<file path="config.mk">
export PLATFORM = sky130hd
export DESIGN_NAME = fft_ifft_seq_ctrl
export DESIGN_NICKNAME = d
export VERILOG_FILES = /design/src/rtl/fft_ctrl_pkg.sv /design/src/rtl/valid_delay_line.sv /design/src/rtl/fft_ifft_seq_ctrl.sv
export SDC_FILE = /design/constraint.sdc
export NUM_CORES = 1
export LEC_CHECK = 0
export CORE_ASPECT_RATIO = 1.2
export CORE_MARGIN = 1
export CORE_UTILIZATION = 53
export CTS_BUF_LIST = sky130_fd_sc_hd__clkbuf_4 sky130_fd_sc_hd__clkbuf_8 sky130_fd_sc_hd__clkbuf_16
export CTS_CLUSTER_DIAMETER = 100
export DETAILED_ROUTE_END_ITERATION = 10
export PLACE_DENSITY_LB_ADDON = 0.05
export SLEW_MARGIN = 20
export SYNTH_ARGS = -nofsm -noshare
export SYNTH_HDL_FRONTEND = slang
export SYNTH_SLANG_ARGS = --single-unit
</file>
<file path="constraint.sdc">
create_clock -name fft_clk -period 2.4 [get_ports fft_clk]
set_clock_uncertainty 0.05 [all_clocks]
set_input_delay 0.48 -clock fft_clk [delete_from_list [all_inputs] [get_ports fft_clk]]
set_output_delay 0.48 -clock fft_clk [all_outputs]
set_load 0.02 [all_outputs]
</file>
<file path="src/rtl/fft_ctrl_pkg.sv">
// Shared types and constants for the FFT/IFFT frame sequencer.
// State encoding, error bit positions and core config words.
package fft_ctrl_pkg;

  typedef enum logic [2:0] {
    S_IDLE,
    S_CFG,
    S_LOAD,
    S_MULT,
    S_DRAIN,
    S_DONE
  } state_t;

  localparam int ERR_TIMEOUT = 0;
  localparam int ERR_TLAST   = 1;
  localparam int ERR_OVERRUN = 2;

  localparam logic [7:0] CFG_FWD = 8'h01;
  localparam logic [7:0] CFG_INV = 8'h00;

endpackage

</file>
<file path="src/rtl/valid_delay_line.sv">
// Fixed-depth shift register for valid/last sideband bits.
// Synchronous clear flushes in-flight beats on abort.
module valid_delay_line #(
  parameter int DEPTH = 6,
  parameter int WIDTH = 2
) (
  input  logic             clk,
  input  logic             rst,
  input  logic             clr,
  input  logic [WIDTH-1:0] din,
  output logic [WIDTH-1:0] dout
);

  logic [DEPTH-1:0][WIDTH-1:0] sr;

  // shift one stage per cycle, flush on reset or clear
  always_ff @(posedge clk or posedge rst) begin
    if (rst) begin
      sr <= '0;
    end else if (clr) begin
      sr <= '0;
    end else begin
      sr[0] <= din;
      for (int i = 1; i < DEPTH; i++) begin
        sr[i] <= sr[i-1];
      end
    end
  end

  assign dout = sr[DEPTH-1];

endmodule

</file>
<file path="src/rtl/fft_ifft_seq_ctrl.sv">
// Frame sequencer: ADC -> FFT -> spectrum multiply -> IFFT -> DAC.
// Configures both cores, frames samples, tracks output frames.
module fft_ifft_seq_ctrl
  import fft_ctrl_pkg::*;
#(
  parameter int N_LOG2   = 10,
  parameter int CMPY_LAT = 6,
  parameter int TIMEOUT  = 65535
) (
  input  logic              fft_clk,
  input  logic              sys_rst,
  input  logic              start,
  input  logic              abort,
  input  logic              adc_valid,
  output logic              fft_cfg_tvalid,
  output logic [7:0]        fft_cfg_tdata,
  input  logic              fft_cfg_tready,
  output logic              ifft_cfg_tvalid,
  output logic [7:0]        ifft_cfg_tdata,
  input  logic              ifft_cfg_tready,
  output logic              fft_s_tvalid,
  output logic              fft_s_tlast,
  input  logic              fft_s_tready,
  input  logic              fft_m_tvalid,
  input  logic              fft_m_tlast,
  output logic              fft_m_tready,
  output logic              ram_rd_en,
  output logic [N_LOG2-1:0] ram_rd_addr,
  output logic              cmpy_valid,
  output logic              ifft_s_tvalid,
  output logic              ifft_s_tlast,
  input  logic              ifft_s_tready,
  input  logic              ifft_m_tvalid,
  input  logic              ifft_m_tlast,
  output logic              dac_valid,
  output logic [N_LOG2-1:0] dac_index,
  output logic              busy,
  output logic              done,
  output logic [2:0]        err
);

  localparam int WD_W = $clog2(TIMEOUT + 1);
  localparam logic [WD_W-1:0] WD_LAST = WD_W'(TIMEOUT - 1);
  localparam logic [N_LOG2-1:0] LAST = '1;

  state_t            state;
  logic [N_LOG2-1:0] in_cnt;
  logic [N_LOG2-1:0] out_cnt;
  logic [N_LOG2-1:0] dac_cnt;
  logic [WD_W-1:0]   wd;
  logic              tlast_q;

  logic s_load, s_mult, s_drain;
  logic s_acc, wd_on, timeout;
  logic fft_cfg_ok, ifft_cfg_ok;

  assign s_load  = (state == S_LOAD);
  assign s_mult  = (state == S_MULT);
  assign s_drain = (state == S_DRAIN);

  assign fft_cfg_tdata  = CFG_FWD;
  assign ifft_cfg_tdata = CFG_INV;

  assign fft_s_tvalid = adc_valid & s_load;
  assign fft_s_tlast  = fft_s_tvalid & (in_cnt == LAST);
  assign s_acc        = fft_s_tvalid & fft_s_tready;

  assign fft_m_tready = s_mult;
  assign ram_rd_en    = fft_m_tvalid & s_mult;
  assign ram_rd_addr  = ram_rd_en ? out_cnt : '0;

  assign dac_valid = ifft_m_tvalid & (s_mult | s_drain);
  assign dac_index = dac_cnt;

  assign busy = (state != S_IDLE);
  assign done = (state == S_DONE);

  assign wd_on   = s_load | s_mult | s_drain;
  assign timeout = wd_on & (wd == WD_LAST);

  assign fft_cfg_ok  = !fft_cfg_tvalid | fft_cfg_tready;
  assign ifft_cfg_ok = !ifft_cfg_tvalid | ifft_cfg_tready;

  // frame state machine, counters, watchdog and sticky errors
  always_ff @(posedge fft_clk or posedge sys_rst) begin
    if (sys_rst) begin
      state           <= S_IDLE;
      fft_cfg_tvalid  <= 1'b0;
      ifft_cfg_tvalid <= 1'b0;
      in_cnt          <= '0;
      out_cnt         <= '0;
      dac_cnt         <= '0;
      wd              <= '0;
      err             <= '0;
    end else begin
      if (abort || timeout) begin
        state           <= S_IDLE;
        fft_cfg_tvalid  <= 1'b0;
        ifft_cfg_tvalid <= 1'b0;
        in_cnt          <= '0;
        out_cnt         <= '0;
        dac_cnt         <= '0;
        wd              <= '0;
        if (timeout) err[ERR_TIMEOUT] <= 1'b1;
      end else begin
        if (dac_valid) dac_cnt <= dac_cnt + 1'b1;
        wd <= wd_on ? wd + 1'b1 : '0;
        unique case (state)
          S_IDLE: begin
            if (start) begin
              state           <= S_CFG;
              fft_cfg_tvalid  <= 1'b1;
              ifft_cfg_tvalid <= 1'b1;
              in_cnt          <= '0;
              out_cnt         <= '0;
              dac_cnt         <= '0;
              err             <= '0;
            end
          end
          S_CFG: begin
            if (fft_cfg_tready) fft_cfg_tvalid <= 1'b0;
            if (ifft_cfg_tready) ifft_cfg_tvalid <= 1'b0;
            if (fft_cfg_ok && ifft_cfg_ok) begin
              state <= S_LOAD;
              wd    <= '0;
            end
          end
          S_LOAD: begin
            if (s_acc) begin
              in_cnt <= in_cnt + 1'b1;
              if (in_cnt == LAST) begin
                state <= S_MULT;
                wd    <= '0;
              end
            end
          end
          S_MULT: begin
            if (ram_rd_en) begin
              out_cnt <= out_cnt + 1'b1;
              if (fft_m_tlast != (out_cnt == LAST)) begin
                err[ERR_TLAST] <= 1'b1;
              end
              if (out_cnt == LAST) begin
                state <= S_DRAIN;
                wd    <= '0;
              end
            end
          end
          S_DRAIN: begin
            if (ifft_m_tvalid && ifft_m_tlast) begin
              state <= S_DONE;
              wd    <= '0;
            end
          end
          S_DONE: begin
            state <= S_IDLE;
          end
          default: begin
            state <= S_IDLE;
          end
        endcase
      end
      if (ifft_s_tvalid && !ifft_s_tready) err[ERR_OVERRUN] <= 1'b1;
    end
  end

  // align multiplier valid and tlast with the 1-cycle RAM read
  always_ff @(posedge fft_clk or posedge sys_rst) begin
    if (sys_rst) begin
      cmpy_valid <= 1'b0;
      tlast_q    <= 1'b0;
    end else if (abort) begin
      cmpy_valid <= 1'b0;
      tlast_q    <= 1'b0;
    end else begin
      cmpy_valid <= fft_m_tvalid & fft_m_tready;
      tlast_q    <= fft_m_tvalid & fft_m_tready & fft_m_tlast;
    end
  end

  valid_delay_line #(
    .DEPTH(CMPY_LAT),
    .WIDTH(2)
  ) u_dly (
    .clk (fft_clk),
    .rst (sys_rst),
    .clr (abort),
    .din ({tlast_q, cmpy_valid}),
    .dout({ifft_s_tlast, ifft_s_tvalid})
  );

endmodule
</file>
==> results.md <==
* Outcome: finished clean
* Slew HR at 64.16%
* Die Width at 78.01 µm
* Clk Latency, worst-skew pair at 0.35 ns
* Flip-flop and latch area at 1703 µm²
* Top fanout value on the critical path at 13
* Port bufs at 47
* Synth warn at 0
* Final count of pins violating max slew at 0
* Hpwl dp at 5677 µm
* CTS clk-pin slew, worst paths at 0.08 ns
* Period utilization at 97.22%
* Reg2reg path depth at 6
* Reg-to-Reg Start: state[0]$_DFFE_PP0P_
* CTS Buf Count at 9
* WP data arrival at 1.80 ns
* Worst setup EP type: primary output
* Layout Cell Area excl Fill at 4591 µm²
* Placed Area at 4357 µm²
* Multi-input logic area at 1810 µm²
* Via-per-instance ratio at 5.401
* # nets final at 469
* Fmax at 428.6 MHz
* Worst-Margin Slew at 0.5327 ns
* Asr flop ratio synth at 100.0%
* Post-Synthesis Cells at 381
* FILL cells at 531
* Area grow syn2layout at 24.92%
* # rows at 32
* Initial antenna violation count at 0
* Diode count at 0
* Grt ovf at 0
* Commonest non-fill, non-tap cell in the layout: dfrtp_1
* Setup TNS at 0 ns
* Detailed Routing Iterations Pass 1 at 4
* Synthesized flop and latch total at 68
* Lkg Pwr at 2.103 nW
* DRT Wirelength at 7832 µm
* # IOs at 64
* WL per Instance at 14.48 µm
* Post-synth EDFFs at 0
* Pwr dens at 710.3 nW/µm²
* H-Tree Depth at 3
* Most frequent cells in the layout: dfrtp_1 (67), nor2_1 (43), clkdlybuf4s50_1 (32)
* Dominant synthesized flop cell: dfrtp_1
* Yosys top cell area share at 46.31%
* Die Span Y at 93.22 µm
* Post-CTS Setup Inserts at 0
* Min Hold Slack at 0.3795 ns
* Final hold vios at 0
* Post-synthesis sequential area ratio at 46.31%
* Layout cell share with drive strength beyond 1 at 17.11%
* Finish-stage setup viols at 0
* Final ANT Viol Nets at 0
* # Max-Cap Violations at 0
* CTS tree: done
* Number of distinct library cells after synthesis at 60
* Die footprint at 7272 µm²
* Post-route insts no fill at 541
* Setup repair after global routing missed its margin: false
* Initial DRC Count at 94
* Avg Inst Size Synth at 9.645 µm²
* Crit path from: state[0]$_DFFE_PP0P_
* DRC at 0
* DR vias at 2,922
* CP startpoint kind: flip-flop
* Leading area contributor after synthesis: dfrtp_1
* Req. time, crit path at 1.87 ns
* Minimum clock period at 2.333 ns
* Peak VDD IR at 0.3867 mV
* CP Class: reg -> out
* Mapped Area at 3675 µm²
* Hold Path Class: in -> async
* Core Area at 6566 µm²
* Initial Util at 55.96%
* Clock sink count at 68
* Vias in the first global route at 2,921
* Clock Path Buffers at 2
* Hold-fix buffer count after cts at 0
* Routability congestion estimate at 0.8563
* Placed cells at 525
* Root Buffer: clkbuf_8
* Synth top area cells: dfrtp_1 (46%), nor2_1 (4.5%), xor2_1 (3.8%)
* Pin count of the biggest net entering global routing at 34
* Total track usage at 23.77%
* Wire length of the first global-routing pass at 13,240 µm
-- Yosys cell counts, types with 6 or more instances --
library cell	number
buf_4	17
nand2_1	25
nor3_1	7
nand3_1	17
xor2_1	16
nand4_1	9
buf_2	6
nor2b_1	14
inv_1	7
o21ai_0	9
nor2_1	44
and3_1	17
dfrtp_1	68
a21oi_1	17
nor2_2	11
xnor2_1	11
-- worst max-delay path: stages (launching register included) --
cell and delay, ns:
dfrtp_1 0.44, buf_4 0.21, and3b_1 0.20, clkdlybuf4s50_1 0.61
-- cells by family (layout without fill, tap and decap cells) --
group	count (synthesis)	count (layout)	synth area share, %
AND/OR/NAND/NOR	183	183	27.85
flip-flops	68	68	46.31
AO/OA/AOI/OAI	58	58	11.30
buffers and inverters	37	98	5.924
XOR/XNOR	27	27	6.435
adder cells (fa/ha/maj)	5	5	1.702
other	2	16	0.2044
multiplexers	1	1	0.2724
-- flip-flops by register name (all words and copies together), names as in the netlist --
| register | flops |
|---|---|
| out_cnt | 10 |
| in_cnt | 10 |
| u_dly.dout | 2 |
| dac_index | 10 |
| err | 3 |
| fft_cfg_tvalid | 1 |
| u_dly.sr | 10 |
| state | 3 |
| ifft_cfg_tvalid | 1 |
| cmpy_valid | 1 |
| tlast_q | 1 |
| wd | 16 |
-- metrics by stage --
step                util (%)  total power [mW]  setup WS (ns)
finish                 69.91             3.261        0.06670
detailed placement     66.35             2.125       -0.02376
global placement       66.35             2.113       0.007568
global route           69.91             3.426        0.01028
CTS                    69.99             3.283       0.007200
floorplan                  -             1.797         0.1585
-- cell type report --
type | instances | area share (%)
Clock buffer | 10 | 2.998
Tap cell | 85 | 2.317
Clock inverter | 6 | 2.426
Inverter | 8 | 0.7359
Timing Repair Buffer | 74 | 14.99
Multi-Input combinational cell | 290 | 39.44
Sequential cell | 68 | 37.09
-- final timing paths --
| kind | end | slack, ns |
|---|---|---|
| worst max-delay path | done | 0.07 |
| worst min-delay path | err[1]$_DFFE_PP0P_ | 0.38 |
| worst max register to register | out_cnt[7]$_DFFE_PP0P_ | 0.32 |
| worst min register to register | u_dly.sr[8]$_DFF_PP0_ | 0.41 |
| max in group asynchronous | state[1]$_DFFE_PP0P_ | 1.39 |
| min in group fft_clk | u_dly.sr[8]$_DFF_PP0_ | 0.41 |
-- report_power, final --
part           switching [mW]  total, mW  internal (mW)  leakage (nW)
logic                   0.506      0.861          0.354          1.04
registers              0.0519       1.24           1.18         0.945
clock network           0.447       1.16          0.718         0.122
total                    1.00       3.26           2.26          2.10
-- repair_timing --
item | in CTS | in global routing
pin swaps | 0 | 0
hold endpoints to repair | 0 | 0
setup endpoints to repair | 15 | 1
resized for setup | 19 | 1
cloned | 0 | 0
-- metal layers --
layer | track usage (%) | up-vias | wire (µm)
met5 | 0 | - | 0
met4 | 10.34 | 0 | 136
met3 | 5.171 | 12 | 323
met2 | 40.19 | 69 | 3909
met1 | 29.27 | 1403 | 3463
li1 | - | 1438 | -
No activity file was read; power rests on OpenSTA's default activity.
